--- src/rtl/wave_source_pkg.sv ---
// ---------------------------------------------------------------------------
// wave_source_pkg
//   Types and widths that the triangle-wave source and its step helper share.
//   WS_IW : signed internal width. It holds V +/- S for any 16-bit A and S
//           without overflow.
//   WS_AW : width of the amplitude and step inputs.
// ---------------------------------------------------------------------------
package wave_source_pkg;

    localparam int WS_IW = 18;
    localparam int WS_AW = 16;

    typedef enum logic [1:0] {
        IDLE = 2'd0,
        RISE = 2'd1,
        FALL = 2'd2
    } ws_state_t;

    typedef logic signed [WS_IW-1:0] ws_val_t;

    // Run configuration. It is captured on leaving IDLE and frozen for the whole run.
    typedef struct packed {
        logic [WS_AW-1:0] amp;
        logic [WS_AW-1:0] step;
    } ws_cfg_t;

    // Zero-extends an unsigned 16-bit quantity into the signed internal domain.
    function automatic ws_val_t ws_widen(input logic [WS_AW-1:0] x);
        return ws_val_t'({{(WS_IW-WS_AW){1'b0}}, x});
    endfunction

endpackage

--- src/rtl/ws_clamp_step.sv ---
// ---------------------------------------------------------------------------
// ws_clamp_step
//   Combinational next-sample calculator for the triangle wave.
//   Ports:
//     v       : current sample (signed, internal width)
//     s       : step magnitude (non-negative)
//     a       : peak magnitude (non-negative)
//     falling : 1 = moving toward -a, 0 = moving toward +a
//     v_next  : next sample, clamped to +/-a at the peaks
//     turn    : 1 when the clamp was hit and the direction must flip
// ---------------------------------------------------------------------------
module ws_clamp_step
    import wave_source_pkg::*;
(
    input  ws_val_t v,
    input  ws_val_t s,
    input  ws_val_t a,
    input  logic    falling,
    output ws_val_t v_next,
    output logic    turn
);

    ws_val_t sum;
    ws_val_t diff;
    ws_val_t neg_a;

    always_comb begin
        sum    = v + s;
        diff   = v - s;
        neg_a  = -a;
        v_next = sum;
        turn   = 1'b0;
        if (falling) begin
            v_next = diff;
            // Use <= so that landing exactly on -a also counts as the peak.
            if (diff <= neg_a) begin
                v_next = neg_a;
                turn   = 1'b1;
            end
        end else if (sum >= a) begin
            v_next = a;
            turn   = 1'b1;
        end
    end

endmodule

--- src/rtl/wave_source.sv ---
// ---------------------------------------------------------------------------
// wave_source
//   Triangle-wave generator with an AXI-Stream master output. Once enabled,
//   it emits 0 and then ramps by +/-S between +A and -A. It advances one
//   sample per accepted beat.
//   Ports:
//     SYS_aclk      : clock, rising edge
//     SYS_reset     : synchronous, active-high reset
//     WS_enable     : run request. Dropping it ends the run after the current beat
//     WS_amplitude  : peak magnitude A, sampled only when leaving IDLE
//     WS_step       : per-beat increment S, sampled only when leaving IDLE
//     M_AXIS_tready : downstream ready
//     M_AXIS_tvalid : sample valid
//     M_AXIS_tdata  : signed sample, sign-extended to AXIS_TDATA_WIDTH
//     M_AXIS_tuser  : sign-change mark. Present only with WS_SIGN_MARK_EN
//   Build option:
//     WS_SIGN_MARK_EN : adds M_AXIS_tuser and the sign-history register.
//   AXIS_TDATA_WIDTH must be at least 18.
// ---------------------------------------------------------------------------
module wave_source
    import wave_source_pkg::*;
#(
    parameter int AXIS_TDATA_WIDTH = 32
) (
    input  logic                        SYS_aclk,
    input  logic                        SYS_reset,
    input  logic                        WS_enable,
    input  logic [WS_AW-1:0]            WS_amplitude,
    input  logic [WS_AW-1:0]            WS_step,
    input  logic                        M_AXIS_tready,
    output logic                        M_AXIS_tvalid,
`ifdef WS_SIGN_MARK_EN
    output logic                        M_AXIS_tuser,
`endif
    output logic [AXIS_TDATA_WIDTH-1:0] M_AXIS_tdata
);

    ws_state_t state_q, state_d;
    ws_val_t   v_q, v_d;
    logic      vld_q, vld_d;
    ws_cfg_t   cfg_q, cfg_d;

    ws_val_t   v_next;
    logic      turn;
    logic      accept;

`ifdef WS_SIGN_MARK_EN
    // Sign of the last accepted beat. hist_vld_q is clear until the first
    // beat of a run has been accepted, so that beat is never marked.
    logic      hist_vld_q, hist_vld_d;
    logic      hist_neg_q, hist_neg_d;
`endif

    assign accept = vld_q & M_AXIS_tready;

    ws_clamp_step u_step (
        .v       (v_q),
        .s       (ws_widen(cfg_q.step)),
        .a       (ws_widen(cfg_q.amp)),
        .falling (state_q == FALL),
        .v_next  (v_next),
        .turn    (turn)
    );

    always_comb begin
        state_d = state_q;
        v_d     = v_q;
        vld_d   = vld_q;
        cfg_d   = cfg_q;
`ifdef WS_SIGN_MARK_EN
        hist_vld_d = hist_vld_q;
        hist_neg_d = hist_neg_q;
`endif
        case (state_q)
            IDLE: begin
                vld_d = 1'b0;
                v_d   = '0;
`ifdef WS_SIGN_MARK_EN
                hist_vld_d = 1'b0;
                hist_neg_d = 1'b0;
`endif
                if (WS_enable) begin
                    cfg_d   = '{amp: WS_amplitude, step: WS_step};
                    state_d = RISE;
                    vld_d   = 1'b1;
                end
            end
            RISE, FALL: begin
                // Nothing moves while the beat is stalled. A dropped enable
                // takes effect only when the current beat is accepted.
                if (accept) begin
                    if (!WS_enable) begin
                        state_d = IDLE;
                        vld_d   = 1'b0;
                        v_d     = '0;
`ifdef WS_SIGN_MARK_EN
                        hist_vld_d = 1'b0;
                        hist_neg_d = 1'b0;
`endif
                    end else begin
                        v_d = v_next;
                        if (turn)
                            state_d = (state_q == RISE) ? FALL : RISE;
`ifdef WS_SIGN_MARK_EN
                        hist_vld_d = 1'b1;
                        hist_neg_d = v_q[WS_IW-1];
`endif
                    end
                end
            end
            default: begin
                state_d = IDLE;
                vld_d   = 1'b0;
                v_d     = '0;
            end
        endcase
    end

    always_ff @(posedge SYS_aclk) begin
        if (SYS_reset) begin
            state_q <= IDLE;
            v_q     <= '0;
            vld_q   <= 1'b0;
            cfg_q   <= '0;
`ifdef WS_SIGN_MARK_EN
            hist_vld_q <= 1'b0;
            hist_neg_q <= 1'b0;
`endif
        end else begin
            state_q <= state_d;
            v_q     <= v_d;
            vld_q   <= vld_d;
            cfg_q   <= cfg_d;
`ifdef WS_SIGN_MARK_EN
            hist_vld_q <= hist_vld_d;
            hist_neg_q <= hist_neg_d;
`endif
        end
    end

    assign M_AXIS_tvalid = vld_q;
    // v_q is signed, so the size cast sign-extends it.
    assign M_AXIS_tdata  = AXIS_TDATA_WIDTH'(v_q);
`ifdef WS_SIGN_MARK_EN
    // tuser is derived from registered state only, so it holds through a stall.
    assign M_AXIS_tuser  = hist_vld_q & (hist_neg_q ^ v_q[WS_IW-1]);
`endif

endmodule

--- config.mk ---
export PLATFORM = sky130hd
export DESIGN_NAME = wave_source
export DESIGN_NICKNAME = d
export VERILOG_FILES = /design/src/rtl/wave_source_pkg.sv /design/src/rtl/ws_clamp_step.sv /design/src/rtl/wave_source.sv
export SDC_FILE = /design/constraint.sdc
export NUM_CORES = 1
export LEC_CHECK = 0
export BUFFER_PORTS_ARGS = -buffer_cell sky130_fd_sc_hd__clkbuf_2
export CAP_MARGIN = 30
export CORE_MARGIN = 1
export CORE_UTILIZATION = 45
export CTS_CLUSTER_DIAMETER = 40
export DETAILED_ROUTE_END_ITERATION = 16
export RECOVER_POWER = 50
export SLEW_MARGIN = 15
export SYNTH_ARGS = -nofsm -noshare
export SYNTH_HDL_FRONTEND = slang
export SYNTH_SLANG_ARGS = --single-unit
--- constraint.sdc ---
create_clock -name SYS_aclk -period 13.82 [get_ports SYS_aclk]
set_input_delay 4.146 -clock SYS_aclk [delete_from_list [all_inputs] [get_ports SYS_aclk]]
set_output_delay 4.146 -clock SYS_aclk [all_outputs]
set_load 0.005 [all_outputs]
==> results.sh, run 1 <==
export IMPL_period_needed_ns=6.03
export IMPL_async_flop_share_pct=0
export IMPL_synth_xor_area_share_pct=6.38
export IMPL_p_clk_share_pct=14.7
export IMPL_antenna_cells=0
export IMPL_start_util_pct=47.1
export IMPL_cp_end_kind="register"
export IMPL_grt_pass1_vias=5123
export IMPL_outcome="finished with violations"
export IMPL_switchingPower_mw=0.440
export IMPL_powerDensity_nw_per_um2=150
export IMPL_synth_top_cell_by_area="dfxtp_1"
export IMPL_cts_buffers=5
export IMPL_rrSetupSlack_ns=8.11
export IMPL_avgViaCountPerCell=5.89
export IMPL_fin_crit_sh_pct=43.6
export IMPL_clock_sinks=53
export IMPL_report_final_slew_viol_count=67
export IMPL_grt_met1_usage_pct=38.6
export IMPL_gr_max_usage_layer="met2"
export IMPL_finalSetupViolCount=0
export IMPL_vias=5449
export IMPL_r2r_cells=17
export IMPL_cts_hold_buf=0
export IMPL_cts_tree="yes"
export IMPL_p_comb_share_pct=64.2
export IMPL_power_mw=0.887
export IMPL_antenna_found_initial=0
export IMPL_ys_flop_type="dfxtp_1"
export IMPL_synth_edff_count=0
export IMPL_tightest_slew_ns=1.69
export IMPL_ios=69
export IMPL_fin_nets=890
export IMPL_synth_compound_area_share_pct=25.8
export IMPL_globalplace_congestion=0.897
export IMPL_cts_root_buffer="clkbuf_16"
export IMPL_wl_per_cell_um=17.8
export IMPL_die_area_um2=12700
export IMPL_netlist_area_um2=5500
export IMPL_holdPathStages=2
export IMPL_synth_top_area_share_pct=19.3
export IMPL_tns_ns=0
export IMPL_die_x_um=113
export IMPL_ant_nets=0
export IMPL_cp_cell_sequence="clkbuf_2 > nand2b_1 > a21oi_1 > nand2_1 > o41a_1 > o211ai_1"
export IMPL_criticalPathCategory="input pin to register"
export IMPL_r2r_start="cfg_q[1]"
export IMPL_synth_top_family_by_area="compound AO/OA/AOI/OAI gates"
export IMPL_core_area_um2=11700
export IMPL_reg2reg_to="v_q[0]"
export IMPL_grt_max_degree=38
export IMPL_drv_cap=2
export IMPL_fmax_ghz=0.166
export IMPL_post_cts_setup_buffer_count=0
export IMPL_drc_errors=0
export IMPL_critPathRequiredTime_ns=14.05
export IMPL_utilization_pct=50.7
export IMPL_dr_pass1_iters=5
export IMPL_clkSlewWorstSetupHoldPaths_ns=0.07
export IMPL_relSlewSlack_pct=-13.0
export IMPL_worstHoldStart="cfg_q[19]"
export IMPL_drt_initial_drc_count=496
export IMPL_critPathSlowestCell="a21oi_1"
export IMPL_cts_resized=0
export IMPL_clock_latency_ns=0.31
export IMPL_seq_power_share_pct=21.1
export IMPL_synthCells=755
export IMPL_switching_share_pct=49.6
export IMPL_dpl_hpwl_um=12600
export IMPL_synth_cell_types=66
export IMPL_use_met3_pct=4.91
export IMPL_min_to="cfg_q[19]"
export IMPL_violations="max-capacitance violations, max-slew violations"
export IMPL_routed_wl_um=16500
export IMPL_met2_usage_pct=41.2
export IMPL_nFillCells=1214
export IMPL_synthTopCellsByCount="nand2_1 (112), a21oi_1 (91), ha_1 (71)"
export IMPL_cp_arrival_ns=6.26
export IMPL_grt_first_pass_wirelength_um=26700
export IMPL_h_tree_depth=2
export IMPL_dieHeight_um=113
export IMPL_synthTopCellsByArea="dfxtp_1 (19%), ha_1 (16%), a21oi_1 (8.3%), nand2_1 (7.7%), xnor2_1 (5.3%)"
export IMPL_synth_mux_area_fraction_pct=0.934
export IMPL_hp_class="register to register"
export IMPL_cts_buffer_depth=2
export IMPL_synth_fp_nets=864
export IMPL_drive_above_1_share_pct=11.5
export IMPL_yosysMostFrequentCell="nand2_1"
export IMPL_holdWs_ns=0.465
export IMPL_ys_seq_area_share_pct=19.3
export IMPL_ys_ff_latch=53
export IMPL_synth_fa_ha_area_share_pct=16.9
export IMPL_yosysWarnings=0
export IMPL_port_buffer_count=68
export IMPL_rows=39
export IMPL_cpPeakStageDelay_ns=0.66
export IMPL_overflow=0
export IMPL_p_int_mw=0.447
export IMPL_grt_usage_pct=27.0
export IMPL_syn_avg_cell_area_um2=7.28
export IMPL_syn_to_final_growth_pct=7.51
export IMPL_grt_setup_unrepaired="no"
export IMPL_ir_drop_mv=0.0849
export IMPL_leakage_nw=2.54
export IMPL_hold_viol_final=0
export IMPL_yosys_area_share_simple_pct=21.7
export IMPL_start_kind="input pin"
export IMPL_skew_ns=0.00589
export IMPL_cp_max_fo=37
[worst max-delay path by stage]
stage	start	end	cells past startpoint
after CTS	SYS_reset	v_q[16]	6
after global routing	SYS_reset	v_q[16]	6
after floorplan	SYS_reset	v_q[0]	5
after global placement	SYS_reset	v_q[16]	6
final	SYS_reset	v_q[16]	6
after detailed placement	SYS_reset	v_q[16]	6
[power by group through the flow]
stage	combinational, mW	sequential, mW	clock (mW)
after floorplan	0.427	0.184	0
after global placement	0.552	0.189	0
after detailed placement	0.557	0.190	0
after CTS	0.560	0.187	0.134
after global routing	0.636	0.190	0.139
final	0.569	0.187	0.131
[state kept, by name, indices dropped and copies added, names as in the netlist]
name,count
M_AXIS_tvalid,1
cfg_q,32
state_q,2
v_q,18
[cell usage in the layout (no fill, tap or decap), types with 3 or more instances in the layout]
cell,n
o21ai_1,4
a311oi_1,8
nand2b_1,7
o21a_1,4
nand2_1,112
a21o_1,11
o211ai_1,7
clkbuf_2,66
and2_1,5
clkbuf_16,5
ha_1,71
mux2i_1,4
or4_1,4
a21oi_1,91
o21ai_0,24
or3_1,3
a31oi_1,13
inv_1,56
xor2_1,7
nand4_1,8
nor2b_1,8
o31a_1,7
nand3_1,10
dfxtp_1,53
nor3_1,13
nor4_1,15
o211a_1,3
o31ai_1,10
and3_1,12
nor2_1,49
clkbuf_1,5
and4_1,3
xnor2_1,33
[metal layers]
| metal | vias to the layer above | wire length (um) |
|---|---|---|
| li1 | 2717 | - |
| met1 | 2520 | 8140 |
| met2 | 183 | 7030 |
| met3 | 29 | 946 |
| met4 | 0 | 379 |
| met5 | - | 0 |
[critical path: cells and delay by family]
kind | cells | cell delay (ns)
buffers and inverters | 1 | 0.47
and+or+nand+nor | 2 | 0.74
AOI/OAI and AO/OA | 3 | 0.90
[per-stage QoR]
step / setup WS, ns / std cells / instance area [um^2]
after floorplan: 8.60 / 755 / 5500
after detailed placement: 7.56 / 917 / 5780
after global placement: 7.62 / 916 / 5760
after global routing: 7.64 / 925 / 5910
final: 7.79 / 925 / 5910
after CTS: 7.86 / 925 / 5920
[cells by family after synthesis]
kind of cell / after synthesis
AOI/OAI and AO/OA: 218
muxes: 5
xor gates and xnor gates: 40
adders and majority gates: 73
and+or+nand+nor: 254
DFF: 53
buffers and inverters: 112
[cell type report]
cell class	count	area, um^2	area share [%]
Tap cell	143	179	3.03
Clock buffer	6	129	2.18
Multi-Input combinational cell	590	3940	66.6
Timing Repair Buffer	73	375	6.35
Sequential cell	53	1060	18.0
Inverter	58	218	3.68
Clock inverter	2	10.0	0.169
No activity file was read; power rests on OpenSTA's default activity.
==> inputs of run 2 (changes only) <==
- ABC_AREA: unset -> 1
- clock period: 13.82 -> 5.67 ns (I/O delays scaled with it)
==> results.sh, run 2 <==
export IMPL_routed_wl_um=17500
export IMPL_start_kind="register"
export IMPL_yosysMostFrequentCell="nand2_1"
export IMPL_cts_hold_buf=0
export IMPL_overflow=0
export IMPL_ios=69
export IMPL_synth_cell_types=44
export IMPL_cts_root_buffer="clkbuf_16"
export IMPL_synthCells=930
export IMPL_tns_ns=0
export IMPL_leakage_nw=3.21
export IMPL_grt_usage_pct=27.5
export IMPL_yosysWarnings=0
export IMPL_ant_nets=0
export IMPL_r2r_start="v_q[2]"
export IMPL_outcome="completed"
export IMPL_clock_sinks=53
export IMPL_grt_max_degree=36
export IMPL_antenna_found_initial=0
export IMPL_crit_start="v_q[2]"
export IMPL_vias=5946
export IMPL_globalplace_congestion=0.947
export IMPL_fin_nets=1074
export IMPL_p_int_mw=1.17
export IMPL_cts_resized=0
export IMPL_async_flop_share_pct=0
export IMPL_switchingPower_mw=1.41
export IMPL_die_x_um=116
export IMPL_drive_above_1_share_pct=10.9
export IMPL_p_clk_share_pct=12.3
export IMPL_largest_register_ff_count=32
export IMPL_fmax_ghz=0.233
export IMPL_synth_top_area_share_pct=18.2
export IMPL_antenna_cells=0
export IMPL_p_comb_share_pct=68.3
export IMPL_powerDensity_nw_per_um2=411
export IMPL_syn_to_final_growth_pct=7.58
export IMPL_cts_tree="yes"
export IMPL_die_area_um2=13400
export IMPL_netlist_area_um2=5830
export IMPL_place_area_um2=6170
export IMPL_report_final_slew_viol_count=0
export IMPL_finalSetupViolCount=0
export IMPL_clkSlewWorstSetupHoldPaths_ns=0.08
export IMPL_final_common_cell="nand2_1"
export IMPL_ir_drop_mv=0.205
export IMPL_ys_flop_type="dfxtp_1"
export IMPL_fin_crit_sh_pct=75.5
export IMPL_cp_end_kind="register"
export IMPL_stdcell_area_um2=6270
export IMPL_hp_class="register to register"
export IMPL_cts_buffer_depth=2
export IMPL_grt_first_pass_wirelength_um=28200
export IMPL_critPathRequiredTime_ns=5.89
export IMPL_dr_pass1_iters=5
export IMPL_h_tree_depth=2
export IMPL_synth_fp_nets=1039
export IMPL_synth_edff_count=0
export IMPL_clock_latency_ns=0.31
export IMPL_cp_arrival_ns=4.51
export IMPL_switching_share_pct=54.8
export IMPL_relSlewSlack_pct=15.6
export IMPL_avgViaCountPerCell=5.22
export IMPL_regMostFlops="cfg_q"
export IMPL_drv_cap=0
export IMPL_synthTopCellsByArea="dfxtp_1 (18%), ha_1 (15%), nand2_1 (15%), nand3_1 (7.8%), a21oi_1 (7.5%)"
export IMPL_start_util_pct=46.2
export IMPL_top_regs="cfg_q: 32 flops, v_q: 18 flops, state_q: 2 flops"
export IMPL_seq_power_share_pct=19.4
export IMPL_synth_top_cell_by_area="dfxtp_1"
export IMPL_synthTopCellsByCount="nand2_1 (231), inv_1 (105), nand3_1 (91)"
export IMPL_drt_initial_drc_count=474
export IMPL_rrSetupSlack_ns=1.39
export IMPL_dp_cells=1130
export IMPL_rows=41
export IMPL_most_common_layout_cells="nand2_1 (231), inv_1 (105), nand3_1 (91)"
export IMPL_cp_max_fo=13
export IMPL_syn_avg_cell_area_um2=6.27
export IMPL_worstHoldStart="cfg_q[2]"
export IMPL_grt_pass1_vias=5358
export IMPL_core_area_um2=12600
export IMPL_dpl_hpwl_um=14200
export IMPL_hold_viol_final=0
export IMPL_wl_per_cell_um=15.4
export IMPL_fin_cells=1138
export IMPL_skew_ns=0.0132
export IMPL_ys_ff_latch=53
export IMPL_port_buffer_count=68
export IMPL_drc_errors=0
export IMPL_cts_buffers=5
export IMPL_ys_seq_area_share_pct=18.2
export IMPL_period_needed_ns=4.28
export IMPL_grt_setup_unrepaired="no"
export IMPL_post_cts_setup_buffer_count=0
export IMPL_dieHeight_um=116
export IMPL_criticalPathCategory="register to register"
export IMPL_tightest_slew_ns=1.27
## run 2: changes by cell type in the layout (fill, tap and decap cells not counted), moves of 13 or more
cell / delta
inv_1: +49
nand2_1: +119
nand3_1: +81
nor2_1: +30
nor4_1: -13
o21ai_0: +27
xnor2_1: -32
xor2_1: +19
## run 2: power by group through the flow
stage | clock network (mW) | registers [mW] | logic, mW
final | 0.318 | 0.500 | 1.76
after global routing | 0.343 | 0.509 | 2.01
after CTS | 0.331 | 0.500 | 1.77
after detailed placement | 0 | 0.508 | 1.76
after global placement | 0 | 0.507 | 1.75
after floorplan | 0 | 0.490 | 1.36
## run 2: routing by layer
metal / global-route usage, % / vias up / share of wire [%]
met2: 43.7 / 184 / 44
met1: 38.2 / 2623 / 48
met5: 0 / - / 0
met4: 10.6 / 0 / 3.1
li1: - / 3101 / -
met3: 3.09 / 38 / 5.1
## run 2: area by class of cell
type / instances / area [um^2]
fillers: 1433 / 6350
multi-input cells: 720 / 4080
flip-flops and latches: 53 / 1060
inverters: 113 / 424
repair buffers: 72 / 353
well taps: 172 / 215
clock buffers: 6 / 129
clock inverters: 2 / 10.0
## run 2: critical path, stage by stage, from the launching register on
cell and delay, ns:
dfxtp_1 0.36, ha_1 0.43, a21oi_1 0.28, nand2_1 0.16, nand2_1 0.08, nand3_1 0.13, nand3_1 0.14, nand2_1 0.06
nand2_1 0.09, nand3_1 0.08, nand2_1 0.12, inv_1 0.05, ha_1 0.36, nand2_1 0.08, nor2_1 0.07, and3_1 0.16
a31oi_2 0.40, nand2_1 0.45, nand2_1 0.31, nor2_1 0.07, nor2_1 0.12, nand2_1 0.06, a21oi_1 0.13
## run 2: logic make-up after synthesis
logic type	after synthesis	share of synthesized area, %
AND/OR/NAND/NOR	450	33.6
AO/OA/AOI/OAI	170	16.4
buffers and inverters	157	11.8
adder cells (fa/ha/maj)	73	15.9
flip-flops	53	18.2
XOR/XNOR	27	4.06
## run 2: stage by stage
stage | power (mW) | hold slack (ns) | util [%] | setup slack [ns]
after floorplan | 1.85 | 0.451 | - | 2.34
after global placement | 2.25 | 0.469 | 48.7 | 1.44
after detailed placement | 2.27 | 0.473 | 48.9 | 1.48
after CTS | 2.60 | 0.485 | 50.0 | 1.45
after global routing | 2.86 | 0.503 | 49.7 | 0.967
final | 2.58 | 0.479 | 49.7 | 1.39
## run 2: final timing paths
check | to | depth (start not counted)
worst min-delay path | cfg_q[2] | 2
worst min register to register | cfg_q[2] | 2
worst max-delay path | v_q[0] | 22
worst max register to register | v_q[0] | 22
